<file path="src/rtl/ncc_fetch_scheduler.sv">
// Memory-port sequencer for the NCC engine: raster-fetches template then window,
// streams pixels through a 2-deep flow-through FIFO, then writes back the result.
module ncc_fetch_scheduler #(
  parameter int TEMP_ROWS = 16,
  parameter int TEMP_COLS = 16,
  parameter int WIN_ROWS  = 64,
  parameter int WIN_COLS  = 64,
  parameter int ROW_W     = 7,
  parameter int COL_W     = 7,
  parameter int DATA_W    = 32
) (
  input  logic              clk,
  input  logic              rst_n,
  input  logic              ready_2_start,
  output logic              req,
  output logic              rd_wr,
  output logic [ROW_W-1:0]  row,
  output logic [COL_W-1:0]  col,
  output logic              tem_win,
  input  logic [DATA_W-1:0] read_data,
  output logic [DATA_W-1:0] write_data,
  output logic              set_done,
  output logic [DATA_W-1:0] pix_data,
  output logic              pix_is_tem,
  output logic              pix_valid,
  input  logic              pix_ready,
  input  logic              result_valid,
  input  logic [DATA_W-1:0] result_data,
  output logic              busy
);

  typedef enum logic [2:0] {
    S_IDLE, S_FETCH_TEM, S_FETCH_WIN, S_WAIT_RES, S_WRITE, S_DONE
  } state_t;

  localparam logic [ROW_W-1:0] TR_LAST = ROW_W'(TEMP_ROWS - 1);
  localparam logic [COL_W-1:0] TC_LAST = COL_W'(TEMP_COLS - 1);
  localparam logic [ROW_W-1:0] WR_LAST = ROW_W'(WIN_ROWS - 1);
  localparam logic [COL_W-1:0] WC_LAST = COL_W'(WIN_COLS - 1);

  state_t            state, state_nxt;
  logic [ROW_W-1:0]  cnt_row, last_row;
  logic [COL_W-1:0]  cnt_col, last_col;
  logic              last_tw;
  logic              inflight, inflight_tem;
  logic [DATA_W-1:0] fifo_data [2];
  logic              fifo_tem  [2];
  logic              wr_ptr, rd_ptr;
  logic [1:0]        fifo_cnt;
  logic [DATA_W-1:0] res_q;

  logic fetching, plane_win, can_issue, row_end, col_end, last_addr;
  logic wr_en, fifo_empty, push, pop;

  assign fetching   = (state == S_FETCH_TEM) || (state == S_FETCH_WIN);
  assign plane_win  = (state == S_FETCH_WIN);
  assign can_issue  = fetching && ((fifo_cnt + {1'b0, inflight}) < 2'd2);
  assign row_end    = cnt_row == (plane_win ? WR_LAST : TR_LAST);
  assign col_end    = cnt_col == (plane_win ? WC_LAST : TC_LAST);
  assign last_addr  = row_end && col_end;
  assign wr_en      = (state == S_WRITE);

  // Address lines show the live counter only while issuing, otherwise the last access.
  assign req        = can_issue || wr_en;
  assign rd_wr      = can_issue;
  assign row        = wr_en ? '0   : (can_issue ? cnt_row   : last_row);
  assign col        = wr_en ? '0   : (can_issue ? cnt_col   : last_col);
  assign tem_win    = wr_en ? 1'b0 : (can_issue ? plane_win : last_tw);
  assign write_data = wr_en ? res_q : '0;
  assign set_done   = (state == S_DONE);
  assign busy       = (state != S_IDLE);

  // Empty FIFO lets the returning word straight through, so steady state is 1 pixel/cycle.
  assign fifo_empty = (fifo_cnt == 2'd0);
  assign pix_valid  = !fifo_empty || inflight;
  assign pix_data   = !fifo_empty ? fifo_data[rd_ptr] : (inflight ? read_data : '0);
  assign pix_is_tem = !fifo_empty ? fifo_tem[rd_ptr]  : (inflight && inflight_tem);
  assign push       = inflight && !(fifo_empty && pix_ready);
  assign pop        = !fifo_empty && pix_ready;

  always_comb begin
    state_nxt = state;
    case (state)
      S_IDLE:      if (ready_2_start) state_nxt = S_FETCH_TEM;
      S_FETCH_TEM: if (can_issue && last_addr) state_nxt = S_FETCH_WIN;
      S_FETCH_WIN: if (can_issue && last_addr) state_nxt = S_WAIT_RES;
      S_WAIT_RES:  if (result_valid && fifo_empty && !inflight) state_nxt = S_WRITE;
      S_WRITE:     state_nxt = S_DONE;
      S_DONE:      if (!ready_2_start) state_nxt = S_IDLE;
      default:     state_nxt = S_IDLE;
    endcase
  end

  always_ff @(posedge clk or negedge rst_n) begin
    if (!rst_n) begin
      state        <= S_IDLE;
      cnt_row      <= '0;
      cnt_col      <= '0;
      last_row     <= '0;
      last_col     <= '0;
      last_tw      <= 1'b0;
      inflight     <= 1'b0;
      inflight_tem <= 1'b0;
      wr_ptr       <= 1'b0;
      rd_ptr       <= 1'b0;
      fifo_cnt     <= 2'd0;
      res_q        <= '0;
    end else begin
      state        <= state_nxt;
      inflight     <= can_issue;
      inflight_tem <= (state == S_FETCH_TEM);
      if (req) begin
        last_row <= row;
        last_col <= col;
        last_tw  <= tem_win;
      end
      if (state == S_IDLE) begin
        cnt_row <= '0;
        cnt_col <= '0;
      end else if (can_issue) begin
        if (last_addr) begin
          cnt_row <= '0;
          cnt_col <= '0;
        end else if (col_end) begin
          cnt_row <= cnt_row + 1'b1;
          cnt_col <= '0;
        end else begin
          cnt_col <= cnt_col + 1'b1;
        end
      end
      if (push) wr_ptr <= ~wr_ptr;
      if (pop)  rd_ptr <= ~rd_ptr;
      fifo_cnt <= fifo_cnt + {1'b0, push} - {1'b0, pop};
      if ((state == S_WAIT_RES) && (state_nxt == S_WRITE)) res_q <= result_data;
    end
  end

  always_ff @(posedge clk) begin
    if (push) begin
      fifo_data[wr_ptr] <= read_data;
      fifo_tem[wr_ptr]  <= inflight_tem;
    end
  end

endmodule

</file>
<file path="config.mk">
export PLATFORM = sky130hd
export DESIGN_NAME = ncc_fetch_scheduler
export DESIGN_NICKNAME = d
export VERILOG_FILES = /design/src/rtl/ncc_fetch_scheduler.sv
export SDC_FILE = /design/constraint.sdc
export NUM_CORES = 1
export LEC_CHECK = 0
export ABC_AREA = 0
export CORE_MARGIN = 4
export CORE_UTILIZATION = 65
export CTS_BUF_LIST = sky130_fd_sc_hd__clkbuf_4
export CTS_CLUSTER_DIAMETER = 40
export DETAILED_ROUTE_END_ITERATION = 8
export DONT_BUFFER_PORTS = 1
export PLACE_DENSITY = 0.83
export SETUP_SLACK_MARGIN = 0.3
export SYNTH_ARGS = -nofsm -noshare
export SYNTH_HDL_FRONTEND = slang
export SYNTH_SLANG_ARGS = --single-unit
</file>
<file path="constraint.sdc">
create_clock -name clk -period 3.8 [get_ports clk]
set_input_delay 0.57 -clock clk [delete_from_list [all_inputs] [get_ports clk]]
set_output_delay 0.57 -clock clk [all_outputs]
set_load 0.02 [all_outputs]
</file>
Word-level counts from Yosys, hierarchy flattened
Memories as Yosys holds them, arrays and structs flattened.
Cells that the tools add are included.
Cells by class
  eq/ne operators: 8
  $lt $le $gt $ge: 1
  add/sub/neg operators: 5
  reduce and logical (&&, ||, !) cells: 22
  muxes and demuxes: 27
  bitwise operators: 2
Operators by type and width (count)
  $mux 32: 3
  $mux 7: 12
  $pmux 3 s6: 1
  $mux 3: 5
  $add 7x1->7 const B: 2
  $logic_and 1x1->1: 10
  $eq 3x3->1 const B: 3
  $eq 7x6->1: 1
  $eq 7x7->1: 1
  $eq 3x2->1 const B: 2
  $mux 6: 1
  $reduce_bool 3->1: 2
  $mux 1: 5
  $add 2x1->2: 2
  $eq 3x1->1 const B: 1
  $logic_not 1->1: 3
  $logic_not 3->1: 1
  $logic_or 1x1->1: 3
  $logic_not 2->1: 1
  $lt 2x2->1 const B: 1
  $not 1->1: 2
  $reduce_and 2->1: 1
  $reduce_bool 2->1: 1
  $sub 2x1->2: 1
Word-level totals
  output and inout port bits: 85
  memories kept: 2
  register bits: 70
  bits in writable memories: 66
  input bits: 69
  word-level logic and storage cells: 79
Memories
  fifo_data: depth 2, width 32, rd ports 1, clocked after memory_dff 0, wr ports 1, RTL line 46  | logic [DATA_W-1:0] fifo_data [2];
  fifo_tem: depth 2, width 1, rd ports 1, clocked after memory_dff 0, wr ports 1, RTL line 47  | logic fifo_tem [2];

Depth between registers and ports, before layout
Gate-level depths: netlist of the first run.
  word-level depth: 9
  mapped depth: 9
  mapped depth without buffers: 8

Worst setup path before layout of the first run
OpenSTA, ideal clock, no wires.
  kind: register to register
  from: register fifo_cnt[1]
  to: memory fifo_data[0][0], enable pin
  stages on the path, launching flop included: 6
  buffers on the path: 1
  library setup time: 423 ps
  data required time: 3377 ps
  period minus slack after synthesis: 2750 ps
  slack: 1050 ps
  arrival: 2327 ps
  cell sequence: dfrtp_1 -> nor2_1 -> clkbuf_1 -> nand2_1 -> nand2_1 -> nor2_1
Between the ends
  longest elaborated chain between the ends: 6
Ends and longest elaborated chain
  start, declared: RTL line 49  | logic [1:0] fifo_cnt;
  start signal, assigned: RTL line 133  | fifo_cnt <= fifo_cnt + {1'b0, push} - {1'b0, pop};
  $logic_not 2->1: RTL line 74  | assign fifo_empty = (fifo_cnt == 2'd0);
  $logic_and 1x1->1: RTL line 78  | assign push = inflight && !(fifo_empty && pix_ready);
  $logic_not 1->1: RTL line 78
  $logic_and 1x1->1: RTL line 78
  $mux 1: RTL line 139  | if (push) begin
  $mux 1 (not written as such): RTL line 140  | fifo_data[wr_ptr] <= read_data;
  end, declared: RTL line 46
Every way passes these cells.

Worst setup path after layout of the first run
  from: register fifo_cnt[0]
  to: output col[6]
Between the ends
  longest elaborated chain between the ends: 5
Ends and longest elaborated chain
  $add 2x1->2: RTL line 57  | assign can_issue = fetching && ((fifo_cnt + {1'b0, inflight}) < 2'd2);
  $lt 2x2->1: RTL line 57
  $logic_and 1x1->1: RTL line 57
  $mux 7 (2 in series): RTL line 67  | assign col = wr_en ? '0 : (can_issue ? cnt_col : last_col);
  end, declared: RTL line 18  | output logic [COL_W-1:0] col,
Every way passes these cells.

==> results by group, run 1 <==
Outcome
  • Status: complete, no violations

Yosys
  • Post-Syn Nets: 580
  • Yosys Warn Count: 0
  • Synth Flop Type: dfrtp_1
  • Post-Syn Instances: between 500 and 600
  • Sequential area share after synthesis: just over 60%
  • FF+latch count, synth: 136
  • Cell Area, Synth: just over 0.006 mm^2
  • Post-synth EDFFs: 66
  • Avg Cell Area, Syn: 12.0 um^2
  • Asr flop ratio synth: between 50% and 60%
  • Post-synth cell types: 40

Global routing
  • Vias in the first global route: 3921
  • Antenna violations before repair: 0
  • Gr usage total: between 20% and 30%
  • Grt ovf: 0
  • First-pass GRT wire length: 19800 um
  • Largest net degree at the start of global routing: 71

Timing
  • Final Cycle Share: a little over four fifths
  • Min Clock Period, post-route: approximately 3.2 ns
  • Final hold violations: 0
  • Final max-slew violation count: 0
  • Skew final: 0.0145 ns
  • Least-Margin Pin Slew: between 1 and 1.5 ns
  • Setup violators final: 0
  • Headroom to the max-slew limit: between 30% and 40%
  • RSZ-0062 raised after global routing: false
  • Final hold slack: ~0.16 ns
  • Max Clock Freq: ~0.31 GHz
  • TNS Setup: 0 ns

Floorplan
  • I/O pins: 154
  • Die Area: about 0.011 mm^2
  • # rows: 35
  • Width of the die: roughly 100 um
  • Initial core utilization: roughly 66%
  • Core Area: roughly 0.0092 mm^2
  • Die Span Y: between 100 and 150 um

Clocking
  • Max Root-Sink Buffers: 2
  • CTS Buf Count: 17
  • Worst-Skew Late Latency: 0.49 ns
  • CTS tree: yes
  • TritonCTS sink count: around 140
  • Post-CTS Setup Bufs: 0
  • Clock slew at reported path FFs: approximately 0.12 ns
  • Post-cts resize count: 0
  • H-Tree Depth: 4
  • # hold bufs at CTS: 2
  • Root buffer selected by CTS: clkbuf_4

Placement
  • DPL Wire Length: 8070 um
  • DP Cell Count: ~600
  • Final Wtd Congestion: ~0.84
  • PortBufs: 0

Worst setup path
  • Combined buffer and inverter count along the critical path: 1
  • Critical-path top delay cell: a21oi_4
  • CP Cell Sequence: a211o_1, a21oi_4, buf_4, nand2_1, o21ai_0
  • Cell family with most CP delay: compound AO/OA/AOI/OAI gates
  • Crit path kind: flop to output pin
  • Worst Setup Start Kind: flop
  • Maximum net fanout on the critical path: 38
  • Worst setup EP type: output pin
  • Critical Path Max Stage Delay: roughly 0.65 ns
  • WP data arrival: about 2.6 ns
  • Req. time, crit path: 3.23 ns

Power and ir drop
  • Leakage power: ~2.7 nW
  • Pwr Density: 814 mW/mm^2
  • Total Power Consumption: 5.33 mW
  • VDD IR-drop max: about 0.00047 V

Finish
  • # diodes: 0
  • Fin cells: 629
  • Area Growth Syn to Fin: 7.38%
  • Filler cells: 643
  • Post-layout util: 71.2%
  • Layout cells sized above 1: between 15 and 20%
  • NumNets Final: around 580

Detailed routing
  • Antenna-violating nets left: 0
  • 1st-iter DRT viols: between 200 and 300
  • WL/cell: between 15 and 20 um
  • Vias/cell: approximately 6.1
  • Final wirelength: between 10000 and 15000 um
  • Residual DRC count: 0
  • Via count: 3835
  • First-pass DRT Iterations: 4

Min path
  • Hold/Removal Path Class: input pin to flop

Flow run
  • Max-Cap Viols: 0
==> per-stage QoR <==
stage	setup slack [ns]	area, um^2
2_1_floorplan	1.05	6100
3_3_place_gp	1.27	6210
3_5_place_dp	1.17	6210
4_1_cts	0.588	6550
5_1_grt	0.397	6550
6_report	0.586	6550
==> cell usage after synthesis, drive strengths merged (6+ instances only) <==
library cell / count / share of area [%]
clkbuf: 25 / 1.5
nor3: 6 / 0.49
a21oi: 7 / 0.76
nor2: 17 / 1.0
buf: 11 / 1.0
xnor2: 6 / 0.86
nand2: 41 / 2.5
o21ai: 65 / 5.3
xor2: 6 / 0.86
nand3: 40 / 3.4
and3: 35 / 3.6
edfxtp: 66 / 32
mux2: 33 / 6.1
dfrtp: 70 / 29
mux2i: 37 / 6.1
==> cells in the final DEF, fill, tap and decap left out, types with 2 or more instances in the layout <==
cell	Yosys	final
xor2_1	6	6
mux2_2	33	33
nand4b_1	3	3
bufinv_16	0	3
nor3_1	6	6
xnor2_1	6	6
or2_2	2	2
clkbuf_4	0	17
inv_6	0	2
o2111ai_1	2	2
a31oi_1	2	2
nand3_1	39	39
clkinv_4	0	2
ha_1	4	4
nor2_1	17	15
mux2i_1	37	37
edfxtp_1	66	66
or3_1	5	5
buf_4	0	14
nand2_1	41	41
a21oi_1	6	6
dfrtp_1	70	69
inv_1	5	5
nor2_4	0	2
nand4_1	3	3
or4_1	3	3
clkinvlp_4	0	4
o21ai_0	65	65
and3_1	35	35
==> per-layer routing <==
layer  up-vias  share of wire, %  GRT usage, %
li1       1843                 -             -
met2       138                49          36.1
met1      1839                42          29.7
met5         -                 0             0
met4         0               1.2          6.00
met3        15               7.4          7.54
==> cells by family after synthesis <==
group | count (synthesis) | share of synthesized area (%)
fa+ha+maj | 4 | 0.820
mux | 70 | 12.2
compound gates | 82 | 7.40
buf+inv | 41 | 2.87
xor+xnor | 12 | 1.72
flops | 136 | 61.2
simple gates | 162 | 13.8
==> worst reg2reg max path: cells and delay by family (launching register included) <==
kind,cells,cell delay [ns]
compound gates,3,1.19
flops,1,0.48
simple gates,2,0.91
==> power by group <==
part | internal (mW) | switching (mW)
combinational | 0.631 | 1.32
clock | 0.459 | 0.531
sequential | 2.06 | 0.331
total | 3.15 | 2.18
==> layout make-up <==
cell class	instances	area [um^2]	share of cell area [%]
Clock buffer	17	128	1.95
Clock inverter	14	175	2.67
Inverter	5	18.8	0.286
Multi-Input combinational cell	330	2210	33.8
Sequential cell	136	3730	57.0
Tap cell	111	139	2.12
Timing Repair Buffer	16	143	2.18
==> flip-flops by register name, indices dropped and copies added, names as in the netlist <==
name / cells
cnt_col: 7
last_col: 7
last_tw: 1
fifo_data: 64
fifo_cnt: 2
state: 3
res_q: 32
wr_ptr: 1
inflight: 1
rd_ptr: 1
cnt_row: 7
fifo_tem: 2
last_row: 7
inflight_tem: 1
==> final timing paths <==
check | slack, ns | cells after the start | endpoint | from
max | 0.59 | 5 | col[6] | fifo_cnt[0]$_DFF_PN0_
min | 0.16 | 0 | fifo_data[1][10]$_DFFE_PP_ | read_data[10]
max reg2reg | 1.16 | 5 | cnt_row[5]$_DFFE_PN0P_ | fifo_cnt[0]$_DFF_PN0_
min reg2reg | 0.51 | 0 | fifo_tem[1]$_DFFE_PP_ | inflight_tem$_DFF_PN0_
max in group asynchronous | 2.91 | 2 | rd_ptr$_DFFE_PN0P_ | rst_n
min in group asynchronous | 0.59 | 2 | last_row[1]$_DFFE_PN0P_ | rst_n
Power figures use the tool's default switching activity.
==> run 2: changes to the inputs <==
CORE_UTILIZATION = 59   (was 65)
PLACE_DENSITY = 0.8   (was 0.83)
clock period = 2.9 ns   (was 3.8 ns; I/O delays follow)
==> run 2 against run 1 <==
Effect of this change:
- clock skew is 0.00079 ns lower
- non-clock buffer count is 84 higher
- utilization is 4.6 points higher
- critical endpoint is now row[5]
- highest routed layer unchanged
==> results by group, run 2 (synthesized netlist as in run 1, its figures left out) <==
Finish
  • Register with the most flip-flops: fifo_data
  • Fin area: 0.00752 mm^2 (+15%)
  • Max reg flops: 64 (unchanged)
  • Top Registers: fifo_data (64), res_q (32)
  • Area Growth Syn to Fin: 23.2%
  • # diodes: 0 (unchanged)
  • NumNets Final: 664 (+15%)
  • Most common library cell in the layout ignoring fill and taps: edfxtp_1
  • Commonest cells after routing, fill and taps aside: 66 x edfxtp_1, 64 x dfrtp_1, 42 x dlygate4sd3_1, 42 x buf_4
  • Filler cells: 635 (-1.2%)
  • Layout cells sized above 1: 24.3% (+7.3 points)

Timing
  • Final max-slew violation count: 0 (unchanged)
  • Skew final: 0.0138 ns (-0.000790 ns)
  • Max Clock Freq: between 0.3 and 0.4 GHz
  • TNS Setup: 0 ns (unchanged)
  • Headroom to the max-slew limit: 46.8% (+14 points)
  • Final hold slack: 0.0612 ns (-0.0987 ns)
  • Final Cycle Share: approximately 90%
  • Final hold violations: 0 (unchanged)
  • Setup violators final: 0 (unchanged)
  • Min Clock Period, post-route: 2.61 ns
  • RSZ-0062 raised after global routing: true
  • Least-Margin Pin Slew: 0.790 ns (-0.212 ns)

Clocking
  • H-Tree Depth: 4 (unchanged)
  • TritonCTS sink count: 136 (unchanged)
  • Clock slew at reported path FFs: 0.12 ns (about the same)
  • Worst-Skew Late Latency: 0.51 ns (+0.02 ns)
  • CTS Buf Count: 17 (unchanged)
  • Root buffer selected by CTS: clkbuf_4
  • Max Root-Sink Buffers: 2 (unchanged)
  • CTS tree: yes

Floorplan
  • I/O pins: 154 (unchanged)
  • Core Area: 0.00991 mm^2 (+7.8%)
  • Width of the die: 110 um (+4.6%)
  • Die Area: 0.0120 mm^2 (+9.4%)
  • Initial core utilization: 61.6% (-4.8 points)
  • Die Span Y: 110 um (+4.6%)
  • # rows: 36 (+2.9%)

Detailed routing
  • Antenna-violating nets left: 0 (unchanged)
  • First-pass DRT Iterations: 5 (+1)
  • 1st-iter DRT viols: 280 (+2.6%)
  • Vias/cell: 5.94 (-2.6%)
  • Final wirelength: 14800 um (+21%)
  • WL/cell: 20.1 um (+3.3%)
  • Via count: 4377 (+14%)
  • Residual DRC count: 0 (unchanged)

Worst setup path
  • Req. time, crit path: 2.47 ns (-0.76 ns)
  • Combined buffer and inverter count along the critical path: 3 (+2)
  • Worst Setup Start Kind: flop
  • Cell family with most CP delay: compound AO/OA/AOI/OAI gates
  • Worst setup EP type: output pin
  • FF-to-FF Start: state[1]$_DFF_PN0_
  • Critical Path Max Stage Delay: 0.46 ns (-0.19 ns)
  • WP data arrival: 2.17 ns (-0.47 ns)
  • CP Cell Sequence: a211o_1, a21oi_4, buf_6, buf_12, nand2_1, o21ai_0, buf_4
  • R2R Setup Slk: 0.51 ns (-0.65 ns)
  • Setup crit start: fifo_cnt[1]$_DFF_PN0_
  • Reg-to-reg endpoint: cnt_row[3]$_DFFE_PN0P_
  • Critical-path top delay cell: dfrtp_2
  • Crit path kind: flop to output pin
  • Reg2reg path depth: 5 (unchanged)
  • Maximum net fanout on the critical path: 12 (-68%)

Flow run
  • Max-Cap Viols: 0 (unchanged)

Outcome
  • Status: complete, no violations

Min path
  • Hold/Removal Path Class: input pin to flop
  • WHS Endpoint: res_q[20]$_DFFE_PN0P_
  • Worst hold path startpoint: result_data[20]
  • Worst Hold Depth: 1 (+1)

Global routing
  • Vias in the first global route: 4227 (+7.8%)
  • Antenna violations before repair: 0 (unchanged)
  • First-pass GRT wire length: 20800 um (+4.8%)
  • Largest net degree at the start of global routing: 71 (unchanged)
  • Grt ovf: 0 (unchanged)
  • Gr usage total: 22.8% (+0.29 points)

Placement
  • PortBufs: 0 (unchanged)
  • DPL Wire Length: 8370 um (+3.8%)
  • Placed Area: 0.00640 mm^2 (+3.1%)
  • Final Wtd Congestion: 0.779 (-6.9%)

Power and ir drop
  • Pwr Density: 1080 mW/mm^2 (+33%)
  • VDD IR-drop max: 0.000830 V (+77%)
  • Leakage power: 3.17 nW (+17%)
run 2: cell types whose count changed in the layout (fill, tap and decap cells not counted), sizes merged:
cell / previous run / this run
buf: 15 / 54
bufbuf: 0 / 1
bufinv: 3 / 2
clkbuf: 17 / 21
clkinv: 4 / 5
dlygate4sd3: 1 / 42
nor2: 17 / 18
run 2: repair_timing:
action                                  in CTS  in global routing
buffers inserted                             3                 19
gates resized for setup                     12                 42
hold buffers                                34                  9
gates cloned                                 1                  4
endpoints found under the hold margin      134                  9
endpoints found under the setup margin      19                 41
pin swaps                                    2                  3
run 2: power breakdown:
group	total, mW	switching, mW	internal, mW
Sequential	3.08	0.375	2.70
Combinational	3.81	2.16	1.65
Clock	1.23	0.703	0.526
run 2: cell type report:
class / count / area [um^2] / share of cell area [%]
Multi-Input combinational cell: 331 / 2260 / 30.0
Sequential cell: 136 / 3740 / 49.8
Tap cell: 133 / 166 / 2.21
Clock inverter: 14 / 149 / 1.98
Clock buffer: 18 / 135 / 1.80
Inverter: 5 / 18.8 / 0.250
Timing Repair Buffer: 100 / 1050 / 13.9
run 2: worst max path at each step:
stage | endpoint | slack [ns] | depth (start not counted)
after detailed placement | cnt_row[3]$_DFFE_PN0P_ | 0.53 | 5
after CTS | col[0] | 0.21 | 6
after global placement | col[0] | 0.58 | 7
after global routing | col[0] | 0.15 | 6
final | row[5] | 0.29 | 7
after floorplan | col[1] | 0.57 | 6
run 2: metal layers:
layer  vias to the layer above  wire length (um)  GRT usage, %
met5                         -                 0             0
met4                         0               230          8.55
met3                        20              1060          7.28
met2                       179              7780          38.2
met1                      2151              5710          27.6
li1                       2027                 -             -
run 2: worst reg2reg max path, delay by kind of cell (launching register included):
family,cells,cell delay [ns]
muxes,1,0.47
DFF,1,0.53
and+or+nand+nor,3,1.14
AOI/OAI and AO/OA,1,0.18
run 2: per-stage QoR:
step / total power, mW / utilization [%] / cells / setup WS [ns]
after CTS: 7.35 / 72.0 / 705 / 0.212
after floorplan: 5.14 / - / 507 / 0.569
after detailed placement: 5.89 / 64.6 / 635 / 0.528
after global placement: 5.76 / 64.6 / 635 / 0.578
final: 8.12 / 75.8 / 737 / 0.291
after global routing: 8.58 / 75.8 / 737 / 0.153
==> run 3: changes to the inputs <==
--- a/config.mk
+++ b/config.mk
@@ -8,2 +8,3 @@
 export ABC_AREA = 0
+export CAP_MARGIN = 20
 export CORE_MARGIN = 4
==> constraint.sdc (replaced) <==
create_clock -name clk -period 2.9 [get_ports clk]
set_input_delay 0.29 -clock clk [delete_from_list [all_inputs] [get_ports clk]]
set_output_delay 0.29 -clock clk [all_outputs]
set_load 0.02 [all_outputs]
==> run 3 against run 2 <==
Effect of this change:
- global-route usage is essentially flat
- final cell count grew 1.4%
- non-clock buffer count grew 11
- sequential share of layout area shrank 0.63 points
- largest power group unchanged
- flip-flop and latch count is the same
- maximum frequency grew 3.1%
==> results by group, run 3 (synthesized netlist as in run 1, its figures left out) <==
Timing
  • RSZ-0062 raised after global routing: true
  • Headroom to the max-slew limit: 35.7% (-11 points)
  • Skew final: 0.0160 ns (+0.00225 ns)
  • Setup violators final: 0 (unchanged)
  • Min Clock Period, post-route: 2.53 ns (-0.0792 ns)
  • Least-Margin Pin Slew: 0.963 ns (+0.173 ns)
  • Final Cycle Share: 87.2% (-2.7 points)
  • TNS Setup: 0 ns (unchanged)
  • Max Clock Freq: 0.395 GHz (+3.1%)
  • Final hold violations: 0 (unchanged)
  • Final max-slew violation count: 0 (unchanged)

Placement
  • Final Wtd Congestion: 0.842 (+8.1%)
  • PortBufs: 0 (unchanged)
  • DPL Wire Length: 8390 um (+0.15%)

Clocking
  • TritonCTS sink count: 136 (unchanged)
  • Clock slew at reported path FFs: 0.11 ns (about the same)
  • Max Root-Sink Buffers: 2 (unchanged)
  • Root buffer selected by CTS: clkbuf_4
  • H-Tree Depth: 4 (unchanged)
  • CTS Buf Count: 17 (unchanged)
  • CTS tree: yes
  • Worst-Skew Late Latency: 0.51 ns (about the same)

Floorplan
  • Core Area: 0.00991 mm^2 (unchanged)
  • Width of the die: 110 um (unchanged)
  • Die Area: 0.0120 mm^2 (unchanged)
  • Initial core utilization: 61.6% (unchanged)
  • # rows: 36 (unchanged)
  • Die Span Y: 110 um (unchanged)
  • I/O pins: 154 (unchanged)

Global routing
  • Largest net degree at the start of global routing: 71 (unchanged)
  • First-pass GRT wire length: 21000 um (+0.96%)
  • Vias in the first global route: 4293 (+1.6%)
  • Gr usage total: 22.8% (+0.044 points)
  • Antenna violations before repair: 0 (unchanged)
  • Grt ovf: 0 (unchanged)

Finish
  • Max reg flops: 64 (unchanged)
  • Area Growth Syn to Fin: 24.8%
  • NumNets Final: 674 (+1.5%)
  • Register with the most flip-flops: fifo_data
  • Post-layout util: 76.8% (+1.0 points)
  • Top Registers: fifo_data (64), res_q (32)
  • # diodes: 0 (unchanged)
  • Commonest cells after routing, fill and taps aside: 66 x edfxtp_1, 66 x dlygate4sd3_1, 65 x dfrtp_1
  • Layout cells sized above 1: 20.8% (-3.5 points)

Power and ir drop
  • Leakage power: 3.22 nW (+1.4%)
  • VDD IR-drop max: 0.000694 V (-16%)
  • Pwr Density: 1050 mW/mm^2 (-2.7%)

Detailed routing
  • First-pass DRT Iterations: 5 (unchanged)
  • Residual DRC count: 0 (unchanged)
  • Antenna-violating nets left: 0 (unchanged)
  • 1st-iter DRT viols: 306 (+9.3%)
  • Via count: 4431 (+1.2%)
  • WL/cell: 18.8 um (-6.4%)
  • Final wirelength: 14000 um (-5.2%)
  • Vias/cell: 5.93 (-0.12%)

Worst setup path
  • Worst Setup Start Kind: flop
  • Crit path kind: flop to output pin
  • Maximum net fanout on the critical path: 10 (-2)
  • Worst setup EP type: output pin
  • Req. time, crit path: 2.61 ns (+0.14 ns)
  • WP data arrival: 2.24 ns (+0.07 ns)

Outcome
  • Status: complete, no violations

Min path
  • Hold/Removal Path Class: input pin to flop

Flow run
  • Max-Cap Viols: 0 (unchanged)
[run 3: worst paths after layout]
| kind | from | to | slack [ns] | cells after the start |
|---|---|---|---|---|
| hold reg to reg | inflight_tem$_DFF_PN0_ | fifo_tem[1]$_DFFE_PP_ | 0.50 | 0 |
| min in group asynchronous | rst_n | last_col[6]$_DFFE_PN0P_ | 0.28 | 2 |
| max in group asynchronous | rst_n | rd_ptr$_DFFE_PN0P_ | 2.28 | 2 |
| hold / removal | pix_ready | rd_ptr$_DFFE_PN0P_ | 0.09 | 2 |
| setup / recovery | inflight$_DFF_PN0_ | row[2] | 0.37 | 8 |
| setup reg to reg | inflight$_DFF_PN0_ | cnt_row[5]$_DFFE_PN0P_ | 0.57 | 9 |
[run 3: final cells by class]
| cell class | instances | area, um^2 |
|---|---|---|
| Tap cell | 133 | 166 |
| Multi-Input combinational cell | 330 | 2240 |
| Clock inverter | 12 | 175 |
| Inverter | 5 | 18.8 |
| Clock buffer | 20 | 150 |
| Fill cell | 583 | 2290 |
| Timing Repair Buffer | 111 | 1120 |
| Sequential cell | 136 | 3740 |
[run 3: timing repair]
item	in CTS	in global routing
pin swaps	0	1
hold buffers	67	0
hold endpoints to repair	167	0
buffers inserted	0	13
setup endpoints to repair	31	41
gates resized for setup	20	24
cloned	0	3
[run 3: metal layers]
layer / GRT usage (%) / wire length [um]
met1: 27.4 / 5550
met5: 0 / 0
met4: 7.84 / 320
met3: 6.69 / 908
met2: 39.3 / 7230
[run 3: worst max-delay path: stages, from the launching register on]
cell	delay, ns
dfrtp_1	0.40
buf_8	0.13
a211o_1	0.29
a21oi_4	0.25
buf_12	0.15
buf_4	0.12
clkbuf_16	0.14
o21ai_0	0.09
buf_4	0.17
[run 3: through the flow]
step	worst slack (ns)	hold slack (ns)	cells	power, mW	instance area [um^2]
3_3_place_gp	0.766	-0.00334	632	5.66	6340
4_1_cts	0.289	0.0521	731	7.32	7370
6_report	0.371	0.0876	747	8.00	7610
2_1_floorplan	0.693	-0.00559	507	5.14	6100
3_5_place_dp	0.665	-0.00344	632	5.79	6340
5_1_grt	0.255	0.0572	747	8.44	7610
[run 3: power by group]
| part | switching, mW | internal [mW] |
|---|---|---|
| clock | 0.668 | 0.716 |
| sequential | 0.370 | 2.71 |
| combinational | 2.06 | 1.49 |
| total | 3.09 | 4.91 |
